### config.mk
export PLATFORM = sky130hd
export DESIGN_NAME = instr_encoder
export DESIGN_NICKNAME = d
export VERILOG_FILES = /design/src/rtl/instr_encoder_pkg.sv /design/src/rtl/instr_pack.sv /design/src/rtl/instr_encoder.sv
export SDC_FILE = /design/constraint.sdc
export NUM_CORES = 1
export LEC_CHECK = 0
export ABC_AREA = 1
export BUFFER_PORTS_ARGS = -buffer_cell sky130_fd_sc_hd__buf_4
export CAP_MARGIN = 20
export CELL_PAD_IN_SITES_DETAIL_PLACEMENT = 0
export CELL_PAD_IN_SITES_GLOBAL_PLACEMENT = 1
export CORE_ASPECT_RATIO = 1.75
export CORE_UTILIZATION = 43
export CTS_BUF_LIST = sky130_fd_sc_hd__clkbuf_2
export DETAILED_ROUTE_END_ITERATION = 8
export PLACE_DENSITY = 0.88
export SYNTH_ARGS = -nofsm -noshare
export SYNTH_HDL_FRONTEND = slang
export SYNTH_SLANG_ARGS = --single-unit
export TNS_END_PERCENT = 100
### constraint.sdc
create_clock -name clk -period 5.5 [get_ports clk]
set_clock_uncertainty 0.2 [all_clocks]
set_input_delay 1.1 -clock clk [delete_from_list [all_inputs] [get_ports clk]]
set_output_delay 1.1 -clock clk [all_outputs]
set_load 0.005 [all_outputs]
### src/rtl/instr_encoder_pkg.sv
// Shared types and constants for the on-chip RV32IM program encoder.
// The optional M-extension encodings are enabled with the ENCODER_MULDIV_EN macro.
package instr_encoder_pkg;

    // Mnemonic selector carried on the command stream
    typedef enum logic [5:0] {
        ENC_LUI   = 6'd0,  ENC_AUIPC = 6'd1,  ENC_JAL   = 6'd2,  ENC_JALR  = 6'd3,
        ENC_BEQ   = 6'd4,  ENC_BNE   = 6'd5,  ENC_BLT   = 6'd6,  ENC_BGE   = 6'd7,
        ENC_BLTU  = 6'd8,  ENC_BGEU  = 6'd9,  ENC_LB    = 6'd10, ENC_LH    = 6'd11,
        ENC_LW    = 6'd12, ENC_LBU   = 6'd13, ENC_LHU   = 6'd14, ENC_SB    = 6'd15,
        ENC_SH    = 6'd16, ENC_SW    = 6'd17, ENC_ADDI  = 6'd18, ENC_SLTI  = 6'd19,
        ENC_SLTIU = 6'd20, ENC_XORI  = 6'd21, ENC_ORI   = 6'd22, ENC_ANDI  = 6'd23,
        ENC_SLLI  = 6'd24, ENC_SRLI  = 6'd25, ENC_SRAI  = 6'd26, ENC_ADD   = 6'd27,
        ENC_SUB   = 6'd28, ENC_SLL   = 6'd29, ENC_SLT   = 6'd30, ENC_SLTU  = 6'd31,
        ENC_XOR   = 6'd32, ENC_SRL   = 6'd33, ENC_SRA   = 6'd34, ENC_OR    = 6'd35,
        ENC_AND   = 6'd36, ENC_MUL   = 6'd37, ENC_MULH  = 6'd38, ENC_DIV   = 6'd39,
        ENC_DIVU  = 6'd40, ENC_REM   = 6'd41, ENC_REMU  = 6'd42
    } enc_op_t;

    // Major opcodes
    localparam logic [6:0] OP_R      = 7'b0110011;
    localparam logic [6:0] OP_I      = 7'b0010011;
    localparam logic [6:0] OP_LOAD   = 7'b0000011;
    localparam logic [6:0] OP_STORE  = 7'b0100011;
    localparam logic [6:0] OP_BRANCH = 7'b1100011;
    localparam logic [6:0] OP_LUI    = 7'b0110111;
    localparam logic [6:0] OP_AUIPC  = 7'b0010111;
    localparam logic [6:0] OP_JAL    = 7'b1101111;
    localparam logic [6:0] OP_JALR   = 7'b1100111;
    localparam logic [6:0] OP_HALT   = 7'b1111111;

    // funct3 values (ALU, branch, load/store, M-extension share the 3-bit space)
    localparam logic [2:0] F3_ADD  = 3'b000, F3_SLL  = 3'b001, F3_SLT  = 3'b010, F3_SLTU = 3'b011;
    localparam logic [2:0] F3_XOR  = 3'b100, F3_SR   = 3'b101, F3_OR   = 3'b110, F3_AND  = 3'b111;
    localparam logic [2:0] F3_BEQ  = 3'b000, F3_BNE  = 3'b001, F3_BLT  = 3'b100, F3_BGE  = 3'b101;
    localparam logic [2:0] F3_BLTU = 3'b110, F3_BGEU = 3'b111;
    localparam logic [2:0] F3_B    = 3'b000, F3_H    = 3'b001, F3_W    = 3'b010;
    localparam logic [2:0] F3_BU   = 3'b100, F3_HU   = 3'b101;
    localparam logic [2:0] F3_MUL  = 3'b000, F3_MULH = 3'b001, F3_DIV  = 3'b100, F3_DIVU = 3'b101;
    localparam logic [2:0] F3_REM  = 3'b110, F3_REMU = 3'b111;

    // funct7 values
    localparam logic [6:0] F7_BASE   = 7'b0000000;
    localparam logic [6:0] F7_ALT    = 7'b0100000;
    localparam logic [6:0] F7_MULDIV = 7'b0000001;

    // Default terminator and filler words
    localparam logic [31:0] DEF_HALT_WORD = 32'hFFFF_FFFF;
    localparam logic [31:0] DEF_NOP_WORD  = 32'h0000_0013;

    // Instruction format packers
    function automatic logic [31:0] pack_r(input logic [6:0] f7, input logic [4:0] rs2,
                                           input logic [4:0] rs1, input logic [2:0] f3,
                                           input logic [4:0] rd, input logic [6:0] opc);
        return {f7, rs2, rs1, f3, rd, opc};
    endfunction

    function automatic logic [31:0] pack_i(input logic [31:0] imm, input logic [4:0] rs1,
                                           input logic [2:0] f3, input logic [4:0] rd,
                                           input logic [6:0] opc);
        return {imm[11:0], rs1, f3, rd, opc};
    endfunction

    function automatic logic [31:0] pack_s(input logic [31:0] imm, input logic [4:0] rs2,
                                           input logic [4:0] rs1, input logic [2:0] f3);
        return {imm[11:5], rs2, rs1, f3, imm[4:0], OP_STORE};
    endfunction

    function automatic logic [31:0] pack_b(input logic [31:0] imm, input logic [4:0] rs2,
                                           input logic [4:0] rs1, input logic [2:0] f3);
        return {imm[12], imm[10:5], rs2, rs1, f3, imm[4:1], imm[11], OP_BRANCH};
    endfunction

    function automatic logic [31:0] pack_u(input logic [31:0] imm, input logic [4:0] rd,
                                           input logic [6:0] opc);
        return {imm[31:12], rd, opc};
    endfunction

    function automatic logic [31:0] pack_j(input logic [31:0] imm, input logic [4:0] rd);
        return {imm[20], imm[10:1], imm[11], imm[19:12], rd, OP_JAL};
    endfunction

endpackage

### src/rtl/instr_pack.sv
// Combinational field-to-word assembler for RV32I (plus RV32M when
// ENCODER_MULDIV_EN is defined). Flags ops it cannot encode.
module instr_pack
    import instr_encoder_pkg::*;
(
    input  enc_op_t     op,
    input  logic [4:0]  rd,
    input  logic [4:0]  rs1,
    input  logic [4:0]  rs2,
    input  logic [31:0] imm,
    output logic [31:0] word,
    output logic        supported
);

    // Select the format and function codes for the requested mnemonic
    always_comb begin
        word      = 32'h0000_0000;
        supported = 1'b1;
        case (op)
            ENC_LUI:   word = pack_u(imm, rd, OP_LUI);
            ENC_AUIPC: word = pack_u(imm, rd, OP_AUIPC);
            ENC_JAL:   word = pack_j(imm, rd);
            ENC_JALR:  word = pack_i(imm, rs1, F3_ADD, rd, OP_JALR);
            ENC_BEQ:   word = pack_b(imm, rs2, rs1, F3_BEQ);
            ENC_BNE:   word = pack_b(imm, rs2, rs1, F3_BNE);
            ENC_BLT:   word = pack_b(imm, rs2, rs1, F3_BLT);
            ENC_BGE:   word = pack_b(imm, rs2, rs1, F3_BGE);
            ENC_BLTU:  word = pack_b(imm, rs2, rs1, F3_BLTU);
            ENC_BGEU:  word = pack_b(imm, rs2, rs1, F3_BGEU);
            ENC_LB:    word = pack_i(imm, rs1, F3_B, rd, OP_LOAD);
            ENC_LH:    word = pack_i(imm, rs1, F3_H, rd, OP_LOAD);
            ENC_LW:    word = pack_i(imm, rs1, F3_W, rd, OP_LOAD);
            ENC_LBU:   word = pack_i(imm, rs1, F3_BU, rd, OP_LOAD);
            ENC_LHU:   word = pack_i(imm, rs1, F3_HU, rd, OP_LOAD);
            ENC_SB:    word = pack_s(imm, rs2, rs1, F3_B);
            ENC_SH:    word = pack_s(imm, rs2, rs1, F3_H);
            ENC_SW:    word = pack_s(imm, rs2, rs1, F3_W);
            ENC_ADDI:  word = pack_i(imm, rs1, F3_ADD, rd, OP_I);
            ENC_SLTI:  word = pack_i(imm, rs1, F3_SLT, rd, OP_I);
            ENC_SLTIU: word = pack_i(imm, rs1, F3_SLTU, rd, OP_I);
            ENC_XORI:  word = pack_i(imm, rs1, F3_XOR, rd, OP_I);
            ENC_ORI:   word = pack_i(imm, rs1, F3_OR, rd, OP_I);
            ENC_ANDI:  word = pack_i(imm, rs1, F3_AND, rd, OP_I);
            // Shift-immediates reuse the R layout with shamt in the rs2 slot
            ENC_SLLI:  word = pack_r(F7_BASE, imm[4:0], rs1, F3_SLL, rd, OP_I);
            ENC_SRLI:  word = pack_r(F7_BASE, imm[4:0], rs1, F3_SR, rd, OP_I);
            ENC_SRAI:  word = pack_r(F7_ALT, imm[4:0], rs1, F3_SR, rd, OP_I);
            ENC_ADD:   word = pack_r(F7_BASE, rs2, rs1, F3_ADD, rd, OP_R);
            ENC_SUB:   word = pack_r(F7_ALT, rs2, rs1, F3_ADD, rd, OP_R);
            ENC_SLL:   word = pack_r(F7_BASE, rs2, rs1, F3_SLL, rd, OP_R);
            ENC_SLT:   word = pack_r(F7_BASE, rs2, rs1, F3_SLT, rd, OP_R);
            ENC_SLTU:  word = pack_r(F7_BASE, rs2, rs1, F3_SLTU, rd, OP_R);
            ENC_XOR:   word = pack_r(F7_BASE, rs2, rs1, F3_XOR, rd, OP_R);
            ENC_SRL:   word = pack_r(F7_BASE, rs2, rs1, F3_SR, rd, OP_R);
            ENC_SRA:   word = pack_r(F7_ALT, rs2, rs1, F3_SR, rd, OP_R);
            ENC_OR:    word = pack_r(F7_BASE, rs2, rs1, F3_OR, rd, OP_R);
            ENC_AND:   word = pack_r(F7_BASE, rs2, rs1, F3_AND, rd, OP_R);
`ifdef ENCODER_MULDIV_EN
            ENC_MUL:   word = pack_r(F7_MULDIV, rs2, rs1, F3_MUL, rd, OP_R);
            ENC_MULH:  word = pack_r(F7_MULDIV, rs2, rs1, F3_MULH, rd, OP_R);
            ENC_DIV:   word = pack_r(F7_MULDIV, rs2, rs1, F3_DIV, rd, OP_R);
            ENC_DIVU:  word = pack_r(F7_MULDIV, rs2, rs1, F3_DIVU, rd, OP_R);
            ENC_REM:   word = pack_r(F7_MULDIV, rs2, rs1, F3_REM, rd, OP_R);
            ENC_REMU:  word = pack_r(F7_MULDIV, rs2, rs1, F3_REMU, rd, OP_R);
`else
            // Without the M extension these mnemonics fall through to default
`endif
            default: begin
                word      = 32'h0000_0000;
                supported = 1'b0;
            end
        endcase
    end

endmodule

### src/rtl/instr_encoder.sv
// Streams encoded RV32IM words into instruction memory and terminates the
// program with HALT_WORD. Optional M-extension: define ENCODER_MULDIV_EN.
module instr_encoder
    import instr_encoder_pkg::*;
#(
    parameter int unsigned IMEM_ADDR_W = 10,
    parameter logic [31:0] HALT_WORD   = DEF_HALT_WORD,
    parameter logic [31:0] NOP_WORD    = DEF_NOP_WORD
) (
    input  logic                   clk,
    input  logic                   rst_n,
    input  logic                   start,
    input  logic                   in_valid,
    output logic                   in_ready,
    input  enc_op_t                in_op,
    input  logic [4:0]             in_rd,
    input  logic [4:0]             in_rs1,
    input  logic [4:0]             in_rs2,
    input  logic [31:0]            in_imm,
    input  logic                   in_last,
    output logic                   imem_we,
    output logic [IMEM_ADDR_W-1:0] imem_addr,
    output logic [31:0]            imem_wdata,
    output logic                   done,
    output logic                   error,
    output logic [IMEM_ADDR_W:0]   count
);

    typedef enum logic [1:0] {
        ST_IDLE    = 2'd0,
        ST_RUN     = 2'd1,
        ST_HALT_WR = 2'd2,
        ST_DONE    = 2'd3
    } state_t;

    // The top slot is kept free so HALT always fits
    localparam logic [IMEM_ADDR_W-1:0] LAST_ADDR = {IMEM_ADDR_W{1'b1}};
    localparam logic [IMEM_ADDR_W-1:0] ADDR_ONE  = IMEM_ADDR_W'(1);
    localparam logic [IMEM_ADDR_W:0]   CNT_ONE   = (IMEM_ADDR_W + 1)'(1);

    state_t                 state_r,  state_nx_s;
    logic [IMEM_ADDR_W-1:0] addr_r,   addr_nx_s;
    logic                   we_r,     we_nx_s;
    logic [IMEM_ADDR_W-1:0] waddr_r,  waddr_nx_s;
    logic [31:0]            wdata_r,  wdata_nx_s;
    logic                   done_r,   done_nx_s;
    logic                   error_r,  error_nx_s;
    logic [IMEM_ADDR_W:0]   count_r,  count_nx_s;

    logic [31:0]            packed_word_s;
    logic                   packed_ok_s;
    logic                   accept_s;
    logic [IMEM_ADDR_W-1:0] addr_inc_s;

    instr_pack u_pack (
        .op        (in_op),
        .rd        (in_rd),
        .rs1       (in_rs1),
        .rs2       (in_rs2),
        .imm       (in_imm),
        .word      (packed_word_s),
        .supported (packed_ok_s)
    );

    assign in_ready   = (state_r == ST_RUN) && (addr_r != LAST_ADDR);
    assign accept_s   = in_valid && in_ready;
    assign addr_inc_s = addr_r + ADDR_ONE;

    assign imem_we    = we_r;
    assign imem_addr  = waddr_r;
    assign imem_wdata = wdata_r;
    assign done       = done_r;
    assign error      = error_r;
    assign count      = count_r;

    // Next-state, write-port and flag computation
    always_comb begin
        state_nx_s = state_r;
        addr_nx_s  = addr_r;
        we_nx_s    = 1'b0;
        waddr_nx_s = waddr_r;
        wdata_nx_s = wdata_r;
        done_nx_s  = done_r;
        error_nx_s = error_r;
        count_nx_s = count_r;
        case (state_r)
            ST_IDLE, ST_DONE: begin
                if (start) begin
                    state_nx_s = ST_RUN;
                    addr_nx_s  = '0;
                    done_nx_s  = 1'b0;
                    error_nx_s = 1'b0;
                    count_nx_s = '0;
                end else begin
                    done_nx_s  = (state_r == ST_DONE);
                end
            end
            ST_RUN: begin
                if (start) begin
                    // Restart wins over any beat presented this cycle
                    addr_nx_s  = '0;
                    done_nx_s  = 1'b0;
                    error_nx_s = 1'b0;
                    count_nx_s = '0;
                end else if (accept_s) begin
                    we_nx_s    = 1'b1;
                    waddr_nx_s = addr_r;
                    wdata_nx_s = packed_ok_s ? packed_word_s : NOP_WORD;
                    addr_nx_s  = addr_inc_s;
                    count_nx_s = count_r + CNT_ONE;
                    if (in_last) begin
                        state_nx_s = ST_HALT_WR;
                        error_nx_s = error_r | ~packed_ok_s;
                    end else if (addr_inc_s == LAST_ADDR) begin
                        // Program did not fit: stop and reserve the last slot for HALT
                        state_nx_s = ST_HALT_WR;
                        error_nx_s = 1'b1;
                    end else begin
                        error_nx_s = error_r | ~packed_ok_s;
                    end
                end else if (addr_r == LAST_ADDR) begin
                    state_nx_s = ST_HALT_WR;
                    error_nx_s = 1'b1;
                end else begin
                    state_nx_s = ST_RUN;
                end
            end
            ST_HALT_WR: begin
                we_nx_s    = 1'b1;
                waddr_nx_s = addr_r;
                wdata_nx_s = HALT_WORD;
                addr_nx_s  = addr_inc_s;
                count_nx_s = count_r + CNT_ONE;
                state_nx_s = ST_DONE;
            end
            default: begin
                state_nx_s = ST_IDLE;
            end
        endcase
    end

    // State and output registers with synchronous active-low reset
    always_ff @(posedge clk) begin
        if (!rst_n) begin
            state_r <= ST_IDLE;
            addr_r  <= '0;
            we_r    <= 1'b0;
            waddr_r <= '0;
            wdata_r <= 32'h0000_0000;
            done_r  <= 1'b0;
            error_r <= 1'b0;
            count_r <= '0;
        end else begin
            state_r <= state_nx_s;
            addr_r  <= addr_nx_s;
            we_r    <= we_nx_s;
            waddr_r <= waddr_nx_s;
            wdata_r <= wdata_nx_s;
            done_r  <= done_nx_s;
            error_r <= error_nx_s;
            count_r <= count_nx_s;
        end
    end

endmodule

==> Word level (Yosys, flattened, before mapping) <==
Index checks and enable logic that the tools add are counted.
{ "word_totals": {"register_bits": 68, "inputBits": 58, "elab_cells": 110} }
{ "classes": {"addsub": 2, "n_eq_ne": 49, "muxes": 36, "bitwise": 2, "reduce_logical": 13} }
{ "op_table": {"columns": ["operator", "count"], "rows": [
  ["case mux 32 bit (37 select lines)", 1],
  ["== test 6 x 5 -> 1 bit, second input constant", 16],
  ["two-way mux 32 bit", 3],
  ["case mux 32 bit (2 select lines)", 1],
  ["two-way mux 10 bit", 5],
  ["== test 6 x 4 -> 1 bit, second input constant", 8],
  ["OR reduction 37 bit", 1],
  ["two-way mux 11 bit", 3],
  ["case mux 11 bit (3 select lines)", 1],
  ["== test 6 bit, second input constant", 5],
  ["case mux 10 bit (3 select lines)", 1],
  ["== test 6 x 3 -> 1 bit, second input constant", 4],
  ["== test 10 bit, second input constant", 2],
  ["case mux 10 bit (2 select lines)", 1],
  ["== test 6 x 2 -> 1 bit, second input constant", 2],
  ["two-way mux 2 bit", 6],
  ["adder 11 x 1 -> 11 bit, second input constant", 1],
  ["adder 10 x 1 -> 10 bit, second input constant", 1],
  ["two-way mux 1 bit", 10],
  ["inequality test 10 bit, second input constant", 1],
  ["AND reduction 3 bit", 3],
  ["inequality test 2 bit, second input constant", 4],
  ["inequality test 4 x 3 -> 1 bit, second input constant", 2],
  ["== test 6 x 1 -> 1 bit, second input constant", 1],
  ["other kinds (13)", 19]
]} }

==> Depth between registers and ports, before layout <==
Gate-level depths: netlist of run 1.
{ "logic_depth": {"ltp_word": 10, "depth_mapped": 14} }

==> By module <==
A second synthesis of run 1 with hierarchy kept.
{ "hier_totals": {"cells_unflattened": 1493, "area_unflattened_um2": 7701.1} }
{ "modules_own_cells": {"columns": ["mod", "instances", "cells_per_inst", "area_per_inst_um2", "seq_area_each_um2"], "rows": [
  ["instr_pack", 1, 1072, 4620.7, 0.0],
  ["instr_encoder", 1, 421, 3080.5, 1361.3]
]} }

==> Least setup slack after synthesis of run 1 <==
OpenSTA, ideal clock, no wires.
{ "synth_path": {"path_kind": "input-to-reg", "start": "in in_op[1]", "end": "reg wdata_r[10], in the netlist imem_wdata[10]", "setup_ps": 117, "arrival_time_ps": 2329, "t_required_ps": 5183, "setup_slack_ps": 2854, "stages": 12, "path_cell_list": "buf_4 -> inv_2 -> nor2_1 -> nand2_1 -> inv_1 -> nand2_1 -> buf_2 -> a21oi_1 -> nor3_1 -> nand3_1 -> nor2_1 -> nor2_1"} }
{ "synth_via": {"elab_chain_len": 7} }
{ "synth_lines": {"columns": ["element", "line", "source"], "rows": [
  ["from (decl)", "instr_encoder.sv:15", "input enc_op_t in_op,"],
  ["== test 6 x 1 -> 1 bit, or another cell as far along", "instr_pack.sv:19", "case (op)"],
  ["OR reduction 37 bit (no source line)", null, null],
  ["two-way mux 1 bit", "instr_pack.sv:19", null],
  ["two-way mux 32 bit *", "instr_encoder.sv:108", "wdata_nx_s = packed_ok_s ? packed_word_s : NOP_WORD;"],
  ["two-way mux 32 bit *", "instr_encoder.sv:105", "end else if (accept_s) begin"],
  ["two-way mux 32 bit *", "instr_encoder.sv:99", "if (start) begin"],
  ["case mux 32 bit (2 select lines) *", "instr_encoder.sv:86", "case (state_r)"],
  ["to (signal assigned)", "instr_encoder.sv:158", "wdata_r <= wdata_nx_s;"],
  ["to (decl)", "instr_encoder.sv:45", "logic [31:0] wdata_r, wdata_nx_s;"]
]} }
Mark *: on every way between the ends. The rest lies on a longest branch, timed or not. The select of a mux whose other input is x is not followed.
A chain may end at the register's enable or synchronous reset.

==> Final worst setup path of run 1 <==
{ "layout_path": {"start": "reg addr_r[1]", "end": "out in_ready"} }
{ "layout_via": {"elab_chain_len": 2} }
{ "layout_lines": {"columns": ["element", "line", "source"], "rows": [
  ["from (decl)", "instr_encoder.sv:42", "logic [IMEM_ADDR_W-1:0] addr_r, addr_nx_s;"],
  ["from (signal assigned)", "instr_encoder.sv:155", "addr_r <= addr_nx_s;"],
  ["inequality test 10 bit", "instr_encoder.sv:65", "assign in_ready = (state_r == ST_RUN) && (addr_r != LAST_ADDR);"],
  ["logical AND 1 bit", "instr_encoder.sv:65", null],
  ["to (decl)", "instr_encoder.sv:14", "output logic in_ready,"]
]} }
Every way passes these cells.

==> results of run 1 <==
## sequential cells by signal, summed over array words and instances, names as in the netlist
signal,cells
done,1
imem_addr,10
count,11
addr_r,10
imem_we,1
state_r,2
imem_wdata,31
error,1
## synth_stat cells, drive strengths merged
master   count
buf         72
a211oi       4
o31ai        5
nand2      670
dfxtp       67
nand4       16
clkbuf      51
xor2         1
o211ai       3
nor2       325
o2111ai      1
nand3b       2
inv        120
o21bai       1
a21oi      118
nor3        29
or2          1
o21a         1
o22ai       12
nor4         1
ha           6
nor3b        1
nand3      141
o21ai      133
## critical path: cells and delay by family, from the launching register on
family / cells / cell delay (ns)
fa+ha+maj: 1 / 0.23
buf+inv: 2 / 0.19
flops: 1 / 0.47
simple gates: 4 / 0.74
## report_power, final
part / switching [mW] / leakage, nW / internal [mW]
combinational: 0.637 / 4.54 / 0.386
sequential: 0.105 / 0.547 / 0.638
clock: 0.193 / 0.0757 / 0.107
total: 0.935 / 5.16 / 1.13
## through the flow
stage                     utilization  area (sq um)  setup WS (ns)  total power, mW
after floorplan                     -          8710           2.85             1.34
after global placement          0.474          9400           1.59             1.75
after detailed placement        0.475          9420           1.63             1.76
after CTS                       0.481          9530           1.94             2.07
after global routing            0.482          9550           1.81             2.24
final                           0.482          9550           2.01             2.07
## how the worst max path moves through the flow
stage / end / cells past startpoint
3_3_place_gp: imem_wdata[5]$_SDFFE_PN0P_ / 9
4_1_cts: in_ready / 7
5_1_grt: in_ready / 7
2_1_floorplan: imem_wdata[10]$_SDFFE_PN0P_ / 12
3_5_place_dp: imem_wdata[5]$_SDFFE_PN0P_ / 9
6_report: in_ready / 7
## kinds of logic after synthesis
logic type | count (synthesis)
compound gates | 278
xor+xnor | 1
fa+ha+maj | 6
buf+inv | 243
flops | 67
simple gates | 1186
## layer usage
layer	vias up	wire, um	global-route usage
met2	579	17200	0.591
met3	107	2660	0.0355
met5	-	0	0
li1	5679	-	-
met1	5194	13900	0.416
met4	0	1470	0.170
## final cells by class
class | instances | area, sq um
fillers | 2284 | 10300
multi-input cells | 1471 | 6350
flip-flops and latches | 67 | 1340
repair buffers | 128 | 985
inverters | 120 | 450
well taps | 245 | 307
clock buffers | 11 | 55.1
clock inverters | 5 | 53.8
diodes | 1 | 2.50
## placed cells by master (no fill, tap or decap), types with 8 or more instances in the layout
master,count
a21oi_1,118
buf_4,126
clkbuf_2,11
dfxtp_1,67
inv_1,112
inv_2,8
nand2_1,669
nand3_1,140
nand4_1,16
nor2_1,303
nor2_2,15
nor3_1,29
o21ai_0,131
o22ai_1,12
==> impl_metrics.csv, run 1 <==
group,metric,value,unit
routing,drt-initial-drc-count,1135,
global_routing,grt_pass1_vias,10261,
cts,clk_pin_slew,0.21,ns
synthesis,synthTopCellsByArea,"nand2_1 29%, dfxtp_1 15%, nor2_1 13%",
sta,tns,0,ns
floorplan,die_height,190,um
cts,cts.repair.resized,0,
placement,numPortBuffers,114,
critical_path,crit_start,"addr_r[1]$_SDFFE_PN0P_",
min_path,min_path_cells,2,
sta,finalCriticalPeriod,3.49,ns
final_layout,nNetsFinal,1861,
synthesis,synth-seq-cells,67,
critical_path,critPathArrivalTime,2.19,ns
synthesis,synth_compound_area_frac,0.166,
routing,via_per_inst,5.64,
sta,clock.fmax,286,MHz
min_path,holdCritStartpoint,"addr_r[6]$_SDFFE_PN0P_",
synthesis,avgSynthCellArea,4.89,sq um
critical_path,slowest_stage,"dfxtp_1",
sta,period_share,0.635,
routing,via_count,11559,
synthesis,synth_top_family_by_area,"simple AND/OR/NAND/NOR gates",
min_path,whs_endpoint,"imem_addr[6]$_SDFFE_PN0P_",
power,power_density,216,nW/um^2
final_layout,drive_gt1_frac,0.0988,
critical_path,r2r_start,"addr_r[0]$_SDFFE_PN0P_",
synthesis,synth_area,8710,sq um
sta,slew_viol_final,0,
cts,h-tree-depth,3,
cts,clockRootBuffer,"clkbuf_2",
synthesis,yosysWarnings,0,
synthesis,synth-xor-area-share,0.00101,
synthesis,netlist.area_leader.share,0.288,
routing,drt_first_pass_iters,7,
routing,wl_per_cell,17.2,um
power,max-vdd-ir-drop,0.263,mV
placement,post-place-cells,2030,
routing,route.detailed.drc,0,
status,status,"complete, no violations",
cts,cts_tree,"yes",
critical_path,r2r_end,"imem_wdata[6]$_SDFFE_PN0P_",
synthesis,yosys.area_share.simple,0.551,
placement,place_congestion,0.934,
critical_path,rrSetupSlack,2.30,ns
critical_path,worstSetupPathType,"flop to output port",
floorplan,io_pins,115,
critical_path,worstRegToRegCells,11,
sta,fin_hold_ws,0.298,ns
critical_path,end_kind,"output port",
cts,postCtsSetupBuffers,0,
floorplan,coreArea,19800,sq um
min_path,min_path_type,"flop to flop",
synthesis,synth_cell_types,34,
sta,worstMarginPinSlew,1.17,ns
floorplan,start_util,0.439,
routing,drt_wl_total,35200,um
synthesis,syn_nets,1845,
floorplan,core.rowCount,68,
floorplan,die_w,110,um
global_routing,grt_usage,0.343,
sta,setup_viol,0,
sta,hold_viol_final,0,
run,cap_violations,0,
synthesis,muxShareOfSynthArea,0,
cts,cts_buffers,9,
synthesis,netlist_instances,1781,
routing,ant_nets,0,
global_routing,grt_max_degree,51,
synthesis,synthAdderAreaFrac,0.00862,
synthesis,synth_largest_area_cell,"nand2_1",
critical_path,cp_common_cell,"nand2_1",
final_layout,final_cells,2048,
final_layout,synthToLayoutAreaGrowth,9.61,%
global_routing,grt_overflow,0,
cts,cts_buffer_depth,2,
critical_path,cp_max_fo,6,
critical_path,cp-start-kind,"flop",
synthesis,yosysSeqAreaShare,0.154,
global_routing,grt_pass1_wl,55400,um
global_routing,antenna_found_initial,1,
cts,clk_latency,0.56,ns
cts,cts.hold.buffers_added,0,
sta,rsz0062_at_grt,"false",
floorplan,dieArea,20800,sq um
critical_path,path_cells,"ha_1 > nand2_1 > nor2_1 > nand4_1 > nand2_1 > inv_2 > buf_4",
critical_path,cp_slowest_stage_delay,0.47,ns
power,power.leakage,5.16,nW
critical_path,crit_required,4.20,ns
cts,cts.sinks,67,
sta,slew_headroom,0.219,
placement,hpwl,24600,um
(Power assumes the default switching activity.)
==> run 2, diff against run 1 <==
Settings changed: ABC_AREA 1 to 0, CORE_UTILIZATION 43 to 35, PLACE_DENSITY 0.88 to 0.76.
Clock period 5.5 ns to 3.05 ns, I/O delays scaled along.
==> run 2 against run 1 <==
Against the previous run: non-clock buffer count down 6; total power grew 9.0%; die area is 43% lower; cell area down 48%; critical path depth shrank 2; clock-buffer cell count fell by 2; via count decreased by 65%; global-route usage shrank 13 points; worst hold slack worse by 0.15 ns; largest cell class unchanged; highest routed layer unchanged.
==> impl_metrics.csv, run 2 <==
group,metric,value,unit
sta,worstMarginPinSlew,0.940,ns
floorplan,die_height,143,um
routing,drt_wl_total,12300,um
routing,route.detailed.drc,0,
sta,fin_ws,0.275,ns
synthesis,netlist_top_cells_count,"67 x dfxtp_1, 60 x nor2_1, 53 x o21ai_0",
critical_path,cp_slowest_stage_delay,0.46,ns
critical_path,r2r_start,"state_r[0]$_SDFFE_PN0P_",
min_path,min_path_cells,3,
floorplan,core.rowCount,51,
routing,drt-initial-drc-count,160,
synthesis,ys.flop_type,"dfxtp_1",
floorplan,io_pins,115,
global_routing,grt_max_degree,43,
cts,cts_buffer_depth,2,
synthesis,syn_nets,554,
cts,clk_latency,0.51,ns
critical_path,crit_buf_inv,1,
synthesis,synth-edff-count,0,
synthesis,synthTopCellsByArea,"dfxtp_1 34%, o21ai_0 6.7%, nor2_1 5.7%",
floorplan,start_util,0.357,
synthesis,netlist_instances,490,
critical_path,slowest_stage,"dfxtp_2",
routing,via_per_inst,5.66,
synthesis,yosysSeqAreaShare,0.338,
synthesis,synth_largest_area_cell,"dfxtp_1",
floorplan,coreArea,11100,sq um
sta,setup_viol,0,
sta,slew_headroom,0.369,
final_layout,post-route-util,0.446,
floorplan,die_w,82.5,um
critical_path,crit_required,2.24,ns
critical_path,critPathArrivalTime,1.96,ns
final_layout,nNetsFinal,648,
routing,drt_first_pass_iters,5,
power,power_density,454,nW/um^2
synthesis,synthArstFlopShare,0,
sta,slew_viol_final,0,
critical_path,worstRegToRegCells,7,
final_layout,final_cell_mix,"121 x buf_4, 65 x dfxtp_1, 60 x nor2_1",
placement,hpwl,9210,um
min_path,whs_endpoint,"imem_wdata[23]$_SDFFE_PN0P_",
synthesis,avgSynthCellArea,8.09,sq um
synthesis,netlist.area_leader.share,0.338,
final_layout,layout_commonest_cell,"buf_4",
critical_path,path_cells,"ha_2 > nand4_1 > nor3_1 > nor2_1 > buf_4",
critical_path,r2r_end,"count[4]$_SDFFE_PN0P_",
cts,clockRootBuffer,"clkbuf_2",
synthesis,synth-seq-cells,67,
critical_path,cp_max_fo,10,
final_layout,finalInstanceArea,4960,sq um
cts,cts_tree,"yes",
cts,cts.repair.resized,0,
final_layout,final_cells,720,
cts,cts_buffers,9,
critical_path,worstSetupPathType,"flop to output port",
cts,cts.sinks,67,
cts,h-tree-depth,3,
run,cap_violations,0,
cts,clk_pin_slew,0.19,ns
sta,period_share,0.910,
sta,fin_hold_ws,0.152,ns
placement,place_congestion,0.902,
sta,hold_viol_final,0,
placement,post-place-ws,0.390,ns
placement,post-place-cells,705,
critical_path,rrSetupSlack,0.57,ns
global_routing,grt_pass1_wl,19200,um
placement,numPortBuffers,114,
final_layout,largest_register_ffs,31,
power,finalPower,2.25,mW
global_routing,grt_pass1_vias,3841,
placement,dpl_cell_area,4860,sq um
routing,wl_per_cell,17.1,um
global_routing,antenna_found_initial,1,
floorplan,dieArea,11800,sq um
synthesis,synth_most_common_cell,"dfxtp_1",
cts,cts.hold.buffers_added,0,
sta,rsz0062_at_grt,"false",
final_layout,drive_gt1_frac,0.271,
sta,clock.fmax,360,MHz
cts,postCtsSetupBuffers,0,
critical_path,cp-start-kind,"flop",
global_routing,grt_overflow,0,
critical_path,end_kind,"output port",
min_path,min_path_type,"input port to flop",
sta,tns,0,ns
critical_path,cp.depth,5,
critical_path,cpLargestDelayFamily,"simple AND/OR/NAND/NOR gates",
routing,via_count,4074,
power,max-vdd-ir-drop,0.330,mV
min_path,holdCritStartpoint,"in_rs2[3]",
routing,ant_nets,0,
power,power.leakage,1.99,nW
synthesis,synth_cell_types,70,
synthesis,yosysWarnings,0,
synthesis,synth_area,3970,sq um
status,status,"complete, no violations",
final_layout,synthToLayoutAreaGrowth,25.0,%
global_routing,grt_usage,0.218,
sta,finalCriticalPeriod,2.77,ns
==> run 2: changes by cell type after synthesis, sizes merged, moves of 12 or more <==
cell    delta
inv      -109
nor3      -23
nor2     -264
clkbuf    -37
xnor2     +13
nand2    -640
a221oi    +17
a21oi     -78
o21ai     -80
mux2i     +13
nor2b     +12
nand3    -131
nand2b    +12
buf       -47
==> run 2: metal layers <==
| metal | up-vias | track usage | part of all wire |
|---|---|---|---|
| met2 | 140 | 0.386 | 0.54 |
| met5 | - | 0 | 0 |
| met3 | 27 | 0.0466 | 0.058 |
| li1 | 1976 | - | - |
| met4 | 0 | 0.105 | 0.029 |
| met1 | 1931 | 0.237 | 0.37 |
==> run 2: kinds of logic after synthesis <==
family                   Yosys count  share of synthesized area
XOR/XNOR                          18                     0.0397
AO/OA/AOI/OAI                    169                      0.290
flip-flops                        67                      0.338
multiplexers                      14                     0.0356
AND/OR/NAND/NOR                  165                      0.212
buffers and inverters             50                     0.0631
adder cells (fa/ha/maj)            7                     0.0215
==> run 2: worst min-delay path: stages <==
cell      delay (ns)
buf_4           0.11
nand2b_1        0.06
a21oi_1         0.06
==> run 2: worst max path at each step <==
stage | from | endpoint | slack [ns]
final | addr_r[0]$_SDFFE_PN0P_ | in_ready | 0.28
after global placement | in_op[2] | imem_wdata[21]$_SDFFE_PN0P_ | 0.45
after detailed placement | in_op[2] | imem_wdata[24]$_SDFFE_PN0P_ | 0.39
after global routing | addr_r[0]$_SDFFE_PN0P_ | in_ready | 0.06
after floorplan | addr_r[1]$_SDFFE_PN0P_ | imem_wdata[15]$_SDFFE_PN0P_ | 0.84
after CTS | addr_r[0]$_SDFFE_PN0P_ | in_ready | 0.05
==> run 2: report_power, final <==
part	switching, mW	total [mW]	internal (mW)	leakage (nW)
clock	0.314	0.486	0.172	0.0601
sequential	0.0648	1.03	0.960	0.544
combinational	0.402	0.740	0.338	1.38
==> run 2: layout make-up <==
| class | count | area (sq um) |
|---|---|---|
| Tap cell | 132 | 165 |
| Fill cell | 1172 | 6150 |
| Antenna cell | 1 | 2.50 |
| Sequential cell | 67 | 1340 |
| Multi-Input combinational cell | 373 | 2380 |
| Inverter | 11 | 41.3 |
| Clock buffer | 9 | 45.0 |
| Timing Repair Buffer | 122 | 928 |
| Clock inverter | 5 | 46.3 |
